`src/rtl/seq_match_logger.sv`:
```
// -----------------------------------------------------------------------------
// seq_match_logger
//   Downstream logger for the overlapping 1010 detector's match output.
//   Each match is stamped with a free-running cycle counter and queued in a
//   show-ahead FIFO that a host reader drains over valid/ready. A saturating
//   counter totals all matches, a sticky flag records dropped matches, and a
//   registered interrupt flags a fill level at or above the threshold.
//
// Ports
//   clk          in   clock, rising edge
//   rst_n        in   asynchronous active-low reset
//   clr          in   synchronous clear of all state (highest priority)
//   enable       in   1: timestamp runs and matches are captured
//   match_in     in   detector z, sampled every rising edge
//   ts_rd_data   out  timestamp at FIFO head (0 while empty)
//   ts_rd_valid  out  FIFO non-empty
//   ts_rd_ready  in   reader accepts head entry
//   match_count  out  total matches seen, saturating at all-ones
//   fifo_level   out  entries held, 0..DEPTH
//   overflow     out  sticky: a match was dropped because the FIFO was full
//   irq          out  registered interrupt
// -----------------------------------------------------------------------------
module seq_match_logger #(
    parameter int TS_W       = 16,
    parameter int DEPTH      = 8,
    parameter int CNT_W      = 16,
    parameter int IRQ_THRESH = 4
) (
    input  logic                     clk,
    input  logic                     rst_n,
    input  logic                     clr,
    input  logic                     enable,
    input  logic                     match_in,
    output logic [TS_W-1:0]          ts_rd_data,
    output logic                     ts_rd_valid,
    input  logic                     ts_rd_ready,
    output logic [CNT_W-1:0]         match_count,
    output logic [$clog2(DEPTH):0]   fifo_level,
    output logic                     overflow,
    output logic                     irq
);

    localparam int PW = $clog2(DEPTH);
    localparam int LW = PW + 1;
    localparam logic [LW-1:0]    DEPTH_L  = LW'(DEPTH);
    localparam logic [LW-1:0]    THRESH_L = LW'(IRQ_THRESH);
    localparam logic [CNT_W-1:0] CNT_MAX  = '1;

    logic [TS_W-1:0]  r_ts;
    logic [TS_W-1:0]  r_mem [DEPTH];
    logic [PW-1:0]    r_wr_ptr;
    logic [PW-1:0]    r_rd_ptr;
    logic [LW-1:0]    r_level;
    logic [CNT_W-1:0] r_count;
    logic             r_overflow;
    logic             r_irq;

    logic             w_event;
    logic             w_pop;
    logic             w_full;
    logic             w_push;
    logic             w_drop;
    logic [LW-1:0]    w_level_next;
    logic             w_overflow_next;

    assign w_event = enable & match_in;
    assign w_pop   = (r_level != '0) & ts_rd_ready;
    assign w_full  = (r_level == DEPTH_L);
    // A simultaneous pop frees the head slot, so a full FIFO still accepts.
    assign w_push  = w_event & (~w_full | w_pop);
    assign w_drop  = w_event & w_full & ~w_pop;

    always_comb begin
        w_level_next = r_level;
        case ({w_push, w_pop})
            2'b10:   w_level_next = r_level + LW'(1);
            2'b01:   w_level_next = r_level - LW'(1);
            default: w_level_next = r_level;
        endcase
    end

    assign w_overflow_next = r_overflow | w_drop;

    // Storage carries no reset: pointers and level are cleared instead, so no
    // stale entry is ever visible after reset or clr.
    always_ff @(posedge clk) begin
        if (w_push && !clr) begin
            r_mem[r_wr_ptr] <= r_ts;
        end
    end

    always_ff @(posedge clk or negedge rst_n) begin
        if (!rst_n) begin
            r_ts       <= '0;
            r_wr_ptr   <= '0;
            r_rd_ptr   <= '0;
            r_level    <= '0;
            r_count    <= '0;
            r_overflow <= 1'b0;
            r_irq      <= 1'b0;
        end else if (clr) begin
            r_ts       <= '0;
            r_wr_ptr   <= '0;
            r_rd_ptr   <= '0;
            r_level    <= '0;
            r_count    <= '0;
            r_overflow <= 1'b0;
            r_irq      <= 1'b0;
        end else begin
            if (enable) begin
                r_ts <= r_ts + TS_W'(1);
            end
            // DEPTH is a power of two, so pointers wrap by natural overflow.
            if (w_push) begin
                r_wr_ptr <= r_wr_ptr + PW'(1);
            end
            if (w_pop) begin
                r_rd_ptr <= r_rd_ptr + PW'(1);
            end
            r_level    <= w_level_next;
            r_overflow <= w_overflow_next;
            if (w_event && (r_count != CNT_MAX)) begin
                r_count <= r_count + CNT_W'(1);
            end
            r_irq <= (w_level_next >= THRESH_L) | w_overflow_next;
        end
    end

    assign ts_rd_valid = (r_level != '0);
    assign ts_rd_data  = ts_rd_valid ? r_mem[r_rd_ptr] : '0;
    assign match_count = r_count;
    assign fifo_level  = r_level;
    assign overflow    = r_overflow;
    assign irq         = r_irq;

endmodule

```
`config.mk`:
```
export PLATFORM = sky130hd
export DESIGN_NAME = seq_match_logger
export DESIGN_NICKNAME = d
export VERILOG_FILES = /design/src/rtl/seq_match_logger.sv
export SDC_FILE = /design/constraint.sdc
export NUM_CORES = 1
export LEC_CHECK = 0
export ABC_AREA = 1
export CELL_PAD_IN_SITES_DETAIL_PLACEMENT = 2
export CELL_PAD_IN_SITES_GLOBAL_PLACEMENT = 2
export CORE_AREA = 2 2 161 163
export DETAILED_ROUTE_END_ITERATION = 8
export DIE_AREA = 0 0 163 165
export MAX_ROUTING_LAYER = met4
export PLACE_DENSITY_LB_ADDON = 0.1
export SLEW_MARGIN = 20
export SYNTH_ARGS = -nofsm -noshare
export SYNTH_HDL_FRONTEND = slang
export SYNTH_SLANG_ARGS = --single-unit
export TNS_END_PERCENT = 30
```
`constraint.sdc`:
```
create_clock -name clk -period 6.7 [get_ports clk]
set_input_delay 1.34 -clock clk [delete_from_list [all_inputs] [get_ports clk]]
set_output_delay 1.34 -clock clk [all_outputs]
set_load 0.02 [all_outputs]
```
== Yosys cells after proc, flatten, opt, wreduce, memory -nomap -nowiden ==
Memory sizes are Yosys's and may differ from the RTL's.
Cells that the tools add are included.
Word-level totals
  RAM bits: 128
  input port bits: 6
  memories kept: 1
  register bits: 44
  output and inout bits: 39
  logic and storage cells: 52
Operators by class
  eq/ne operators: 4
  mux-type cells: 15
  reductions and logical operators: 8
  bitwise gates (word level): 10
  magnitude comparators: 1
  add/subtract/negate cells: 6
Memory list
  r_mem: depth 8, width 16, read ports 1, clocked after Yosys merged registers in 0, write ports 1, line 50  | logic [TS_W-1:0] r_mem [DEPTH];
Operator list (number)
  $mux W16: 5
  $add A16 B1 Y16 const B: 2
  $ne A16 B16 Y1 const B: 1
  $mux W3: 4
  $pmux W4 S2: 1
  $reduce_bool A2 Y1: 4
  $add A3 B1 Y3 const B: 2
  $and A1 B1 Y1: 5
  $add A4 B1 Y4 const B: 1
  $eq A4 B4 Y1 const B: 1
  $ge A4 B3 Y1 const B: 1
  $mux W1: 4
  $mux W4: 1
  $reduce_bool A4 Y1: 1
  $sub A4 B1 Y4 const B: 1
  $or A1 B1 Y1: 3
  $eq A2 B1 Y1 const B: 1
  $eq A2 B2 Y1 const B: 1
  $logic_and A1 B1 Y1: 2
  $not A1 Y1: 2
  $logic_not A1 Y1: 1

== Longest topological paths before layout ==
Gate-level depths: netlist of run 1.
  word-level depth: 9
  gate-level depth with buffers: 13
  mapped depth without buffers: 13

== Least setup slack after synthesis of run 1 ==
Ideal clock, no wire load.
  kind: input -> register
  start point: in enable
  end point: mem r_mem[4][0] (enable)
  stages: 7
  setup time: 0.409 ns
  path buffers: 1
  arrival time: 3.196 ns
  setup slack: 3.095 ns
  data required time: 6.291 ns
  cell sequence: buf_4 nand2_2 inv_1 nand2_1 nor2_1 nand2_1 nor3_1
Between the ends
  cells in the longest elaborated chain, start to end: 5
RTL lines
  start, declared: line 32  | input logic enable,
  $and A1 B1 Y1: line 66  | assign w_event = enable & match_in;
  $and A1 B1 Y1: line 70  | assign w_push = w_event & (~w_full | w_pop);
  $logic_and A1 B1 Y1: line 87  | if (w_push && !clr) begin
  $mux W1: line 87
  $mux W1 (not written as such): line 88  | r_mem[r_wr_ptr] <= r_ts;
  end, declared: line 50
No other way between the ends.

== Worst setup path after layout of run 1 ==
  start point: reg r_rd_ptr[0]
  end point: out ts_rd_data[1]
Between the ends
  cells in the longest elaborated chain, start to end: 2
RTL lines
  start, declared: line 52  | logic [PW-1:0] r_rd_ptr;
  start signal, assigned: line 118  | r_rd_ptr <= r_rd_ptr + PW'(1);
  $mem_v2 Z8 W16
  $mux W16: line 130  | assign ts_rd_data = ts_rd_valid ? r_mem[r_rd_ptr] : '0;
  end, declared: line 34  | output logic [TS_W-1:0] ts_rd_data,
No other way between the ends.

==> results.sh, run 1 <==
export IMPL_outcome="complete, no violations"
export IMPL_finalWeightedCongestion=0.765
export IMPL_synth_mux_area_share_pct=0
export IMPL_synth_xor_area_share_pct=1.17
export IMPL_final_common_cell="nor2_1"
export IMPL_drt_iter0_drc=257
export IMPL_rsz0062_at_grt="no"
export IMPL_grt_pass1_vias=6193
export IMPL_cts_buffers=17
export IMPL_port_buffers=44
export IMPL_die_h_um=165
export IMPL_path_clk_slew_ns=0.07
export IMPL_vias=5467
export IMPL_timing_critical_path_mode_cell="o21ai_0"
export IMPL_cpMaxStageDelayCell="clkinv_2"
export IMPL_synth_compound_area_share_pct=11.7
export IMPL_start_util_pct=29.9
export IMPL_fin_hold_ws_ns=0.557
export IMPL_syn_avg_cell_area_um2=10.7
export IMPL_path_buf_inv=2
export IMPL_ant_nets=0
export IMPL_die_x_um=163
export IMPL_antenna_found_initial=0
export IMPL_track_usage_pct=18.3
export IMPL_setup_violations=0
export IMPL_root_buffer="clkbuf_16"
export IMPL_critPathKind="flip-flop to output pin"
export IMPL_viasPerCell=5.02
export IMPL_grt_busiest_layer="met2"
export IMPL_syn_area_um2=7480
export IMPL_path_cells="clkinv_2, o21ai_0, o22ai_1, o21ai_0, a31oi_1, clkdlybuf4s50_1"
export IMPL_startpoint_type="flip-flop"
export IMPL_worstPathMaxFanout=66
export IMPL_syn_num_nets=712
export IMPL_core_area_um2=25000
export IMPL_synth_top_family_by_area="simple AND/OR/NAND/NOR gates"
export IMPL_rows=58
export IMPL_met2_usage_pct=32.1
export IMPL_hold_violations=0
export IMPL_synth_adder_area_share_pct=0.836
export IMPL_grt_pass1_wl_um=35600
export IMPL_use_met3_pct=2.86
export IMPL_timing_final_crit_share_pct=64.5
export IMPL_overflow=0
export IMPL_final_util_pct=35.5
export IMPL_mostFrequentLayoutCells="135 x nor2_1, 128 x edfxtp_1, 89 x o21ai_0"
export IMPL_slew_headroom_pct=39.0
export IMPL_cts_setup_buffers=0
export IMPL_io_pins=45
export IMPL_cp_data_arrival_time_ns=2.98
export IMPL_routed_wirelength_um=22600
export IMPL_critPathCaptureType="output pin"
export IMPL_wl_per_cell_um=20.7
export IMPL_grtUsageMet1_pct=21.8
export IMPL_setup_tns_ns=0
export IMPL_clock_latency_ns=0.43
export IMPL_layout_nets=756
export IMPL_fmax_ghz=0.231
export IMPL_drv_cap=0
export IMPL_dieArea_um2=26900
export IMPL_tritoncts="yes"
export IMPL_cp_top_family="buffers and inverters"
export IMPL_finalPower_w=0.00267
export IMPL_power_density_nw_per_um2=300
export IMPL_cts_sinks=172
export IMPL_critPathMaxStageDelay_ns=0.68
export IMPL_htreeDepth=4
export IMPL_synth_seq_cells=172
export IMPL_grt_max_degree=67
export IMPL_syn_inst=701
export IMPL_max_clock_path_buffers=2
export IMPL_diodes=0
export IMPL_area_delta_synth_final_pct=18.9
export IMPL_tightestPinTransition_ns=0.915
export IMPL_fin_crit_ns=4.32
export IMPL_power_leakage_nw=3.24
export IMPL_yosysUniqueCellTypes=37
export IMPL_ctsHoldBuffers=0
export IMPL_place_hpwl_um=13400
export IMPL_drive_above_1_share_pct=8.97
export IMPL_ir_drop_uv=158
export IMPL_worstPathRequired_ns=5.36
export IMPL_seq_area_frac_synth_pct=66.1
export IMPL_drt_drc_violations_left=0
export IMPL_drv_slew=0
export IMPL_post_cts_resized=0
export IMPL_yosys_warnings=0
export IMPL_yosys_area_share_simple_pct=15.7
export IMPL_firstDrtPassIters=4
export IMPL_hold_path_class="flip-flop to flip-flop"
export IMPL_fin_skew_ns=0.0116
## Yosys cell counts (all sizes together)
master  instances  share of area [%]
a211oi          2               0.20
a21oi          11               0.74
a221oi          1               0.12
a31o            1               0.12
a31oi          17                1.4
buf            16                1.2
clkbuf         16               0.80
clkinv          1              0.067
dfrtp          44                 15
edfxtp        128                 51
ha              5               0.84
inv            48                2.4
nand2          80                4.3
nand3          27                1.9
nand3b          1               0.10
nand4          13                1.1
nor2          140                7.2
nor3           13                1.1
o21a            1               0.10
o21ai         102                6.9
o221ai          1               0.12
o22ai          16                1.3
o31ai           7               0.70
xnor2           1               0.12
xor2            9                1.1
## where the power goes
part	switching, W	internal (W)
clock	0.000456	0.000563
combinational	0.000317	0.000165
sequential	0.0000172	0.00115
## through the flow
step / cell area, um2 / instances / worst slack, ns
global placement: 8290 / 1056 / 2.75
global route: 8900 / 1088 / 2.10
detailed placement: 8290 / 1056 / 2.71
CTS: 8890 / 1088 / 2.21
floorplan: 7480 / 701 / 3.10
finish: 8900 / 1088 / 2.38
## worst min-delay path: cells and delay by family, from the launching register on
family          cells  cell delay [ns]
compound gates      1             0.12
buf+inv             1             0.06
flops               1             0.35
## state kept, by name, indices dropped and copies added, names as in the netlist
signal and cells:
fifo_level 4, irq 1, match_count 16, overflow 1, r_mem 128, r_rd_ptr 3, r_ts 16, r_wr_ptr 3
## metal layers
layer / part of all wire [%] / wire (um) / vias up
li1: - / - / 2550
met1: 45 / 10300 / 2838
met2: 51 / 11600 / 59
met3: 1.6 / 358 / 20
met4: 1.5 / 336 / 0
met5: 0 / 0 / -
## cells by family (layout without fill, tap and decap cells)
| family | count (synthesis) | after routing |
|---|---|---|
| AND/OR/NAND/NOR | 274 | 274 |
| AO/OA/AOI/OAI | 159 | 159 |
| flip-flops | 172 | 172 |
| XOR/XNOR | 10 | 10 |
| adder cells (fa/ha/maj) | 5 | 5 |
| buffers and inverters | 81 | 138 |
## area by class of cell
type                            count  area [um2]
Fill cell                        2699       16100
Timing Repair Buffer               57         533
Clock inverter                     15         179
Tap cell                          330         413
Sequential cell                   172        4950
Multi-Input combinational cell    448        2210
Inverter                           49         186
Clock buffer                       17         425
## final timing paths
kind | startpoint | end | slack [ns] | cells after the start
max | r_rd_ptr[0] | ts_rd_data[1] | 2.38 | 6
min | overflow | overflow | 0.56 | 2
max reg2reg | fifo_level[1] | irq | 4.23 | 13
min reg2reg | overflow | overflow | 0.56 | 2
max in group asynchronous | rst_n | r_rd_ptr[0] | 5.21 | 2
min in group asynchronous | rst_n | fifo_level[0] | 1.01 | 2
No activity file was read; power rests on OpenSTA's default activity.
==> run 2: changes to the inputs <==
==> constraint.sdc (replaced) <==
create_clock -name clk -period 4.4 [get_ports clk]
set_input_delay 0.88 -clock clk [delete_from_list [all_inputs] [get_ports clk]]
set_output_delay 0.88 -clock clk [all_outputs]
set_load 0.02 [all_outputs]
==> results.sh, run 2 (same netlist as run 1, synthesis figures left out) <==
export IMPL_num_fill_cells=2695
export IMPL_drv_cap=0
export IMPL_fin_skew_ns=0.0192
export IMPL_start_util_pct=29.9
export IMPL_layout_setup_ws_ns=0.567
export IMPL_setup_tns_ns=0
export IMPL_grt_pass1_wl_um=34800
export IMPL_rsz0062_at_grt="no"
export IMPL_power_density_nw_per_um2=458
export IMPL_final_util_pct=35.9
export IMPL_outcome="complete, no violations"
export IMPL_wl_per_cell_um=20.1
export IMPL_cts_buffers=17
export IMPL_startpoint_type="flip-flop"
export IMPL_port_buffers=44
export IMPL_ctsHoldBuffers=0
export IMPL_cts_sinks=172
export IMPL_die_x_um=163
export IMPL_largest_register="r_mem"
export IMPL_cp_data_arrival_time_ns=2.95
export IMPL_track_usage_pct=17.9
export IMPL_grt_max_degree=66
export IMPL_slew_headroom_pct=36.5
export IMPL_firstDrtPassIters=4
export IMPL_drt_drc_violations_left=0
export IMPL_diodes=0
export IMPL_critPathCaptureType="output pin"
export IMPL_drv_slew=0
export IMPL_routed_wirelength_um=22100
export IMPL_finalPower_w=0.00411
export IMPL_ant_nets=0
export IMPL_hold_violations=0
export IMPL_core_area_um2=25000
export IMPL_mostFrequentLayoutCells="135 x nor2_1, 128 x edfxtp_1, 89 x o21ai_0"
export IMPL_tritoncts="yes"
export IMPL_power_leakage_nw=3.32
export IMPL_die_h_um=165
export IMPL_io_pins=45
export IMPL_timing_final_crit_share_pct=87.1
export IMPL_antenna_found_initial=0
export IMPL_grt_pass1_vias=6213
export IMPL_hold_path_class="input pin to async pin"
export IMPL_largest_register_ffs=128
export IMPL_worstPathRequired_ns=3.52
export IMPL_dieArea_um2=26900
export IMPL_post_cts_resized=0
export IMPL_root_buffer="clkbuf_16"
export IMPL_cts_setup_buffers=0
export IMPL_vias=5441
export IMPL_path_clk_slew_ns=0.07
export IMPL_r2r_cells=13
export IMPL_clock_latency_ns=0.44
export IMPL_post_place_ws_ns=0.963
export IMPL_finalWeightedCongestion=0.778
export IMPL_viasPerCell=4.97
export IMPL_area_delta_synth_final_pct=20.1
export IMPL_rows=58
export IMPL_r2r_slack_ns=1.71
export IMPL_ir_drop_uv=246
export IMPL_fin_crit_ns=3.83
export IMPL_layout_nets=763
export IMPL_r2r_end="irq"
export IMPL_setup_violations=0
export IMPL_critPathKind="flip-flop to output pin"
export IMPL_htreeDepth=4
export IMPL_timing_rr_start="fifo_level[1]"
export IMPL_worstPathMaxFanout=23
export IMPL_drive_above_1_share_pct=9.67
export IMPL_fmax_ghz=0.261
export IMPL_max_clock_path_buffers=2
export IMPL_drt_iter0_drc=275
export IMPL_place_hpwl_um=13900
export IMPL_final_common_cell="nor2_1"
export IMPL_overflow=0
export IMPL_tightestPinTransition_ns=0.952
## run 2: worst max-delay path: stages (launching register included)
cell and delay, ns:
dfrtp_1 0.39, inv_1 0.70, o21ai_0 0.26, o22ai_1 0.19, o21ai_0 0.12, a31oi_1 0.22
clkdlybuf4s50_1 0.63
## run 2: how the worst max path moves through the flow
stage / from / end / slack (ns) / cells after the start
after floorplan: enable / r_mem[4][0] / 1.26 / 7
after global placement: enable / r_mem[1][5] / 1.09 / 8
after detailed placement: enable / r_mem[5][6] / 0.96 / 8
after CTS: r_rd_ptr[1] / ts_rd_data[13] / 0.55 / 6
after global routing: r_rd_ptr[1] / ts_rd_data[7] / 0.34 / 6
final: r_rd_ptr[1] / ts_rd_data[13] / 0.57 / 6
## run 2: area by class of cell
type / count / area, um2 / area share (%)
inverters: 49 / 185 / 2.06
clock inverters: 15 / 190 / 2.12
multi-input cells: 448 / 2210 / 24.6
clock buffers: 17 / 425 / 4.74
flip-flops and latches: 172 / 4950 / 55.1
repair buffers: 64 / 611 / 6.80
well taps: 330 / 413 / 4.60
## run 2: layer usage
layer  GRT usage, %  vias up  wire length [um]
met5              -        -                 0
met1           21.4     2793              9980
met4           5.27        0               310
li1               -     2564                 -
met2           31.4       63             11400
met3           2.79       21               340
## run 2: metrics by stage
stage | hold WS (ns) | instances | cell area [um2]
floorplan | 0.540 | 701 | 7480
global placement | 0.516 | 1062 | 8350
detailed placement | 0.549 | 1063 | 8370
CTS | 0.456 | 1095 | 8980
global route | 0.467 | 1095 | 8980
finish | 0.448 | 1095 | 8980
## run 2: power breakdown
part | internal, W | leakage (nW) | total, W | switching, W
Sequential | 0.00175 | 1.85 | 0.00178 | 0.0000255
Clock | 0.000868 | 0.293 | 0.00158 | 0.000713
Combinational | 0.000263 | 1.17 | 0.000751 | 0.000488
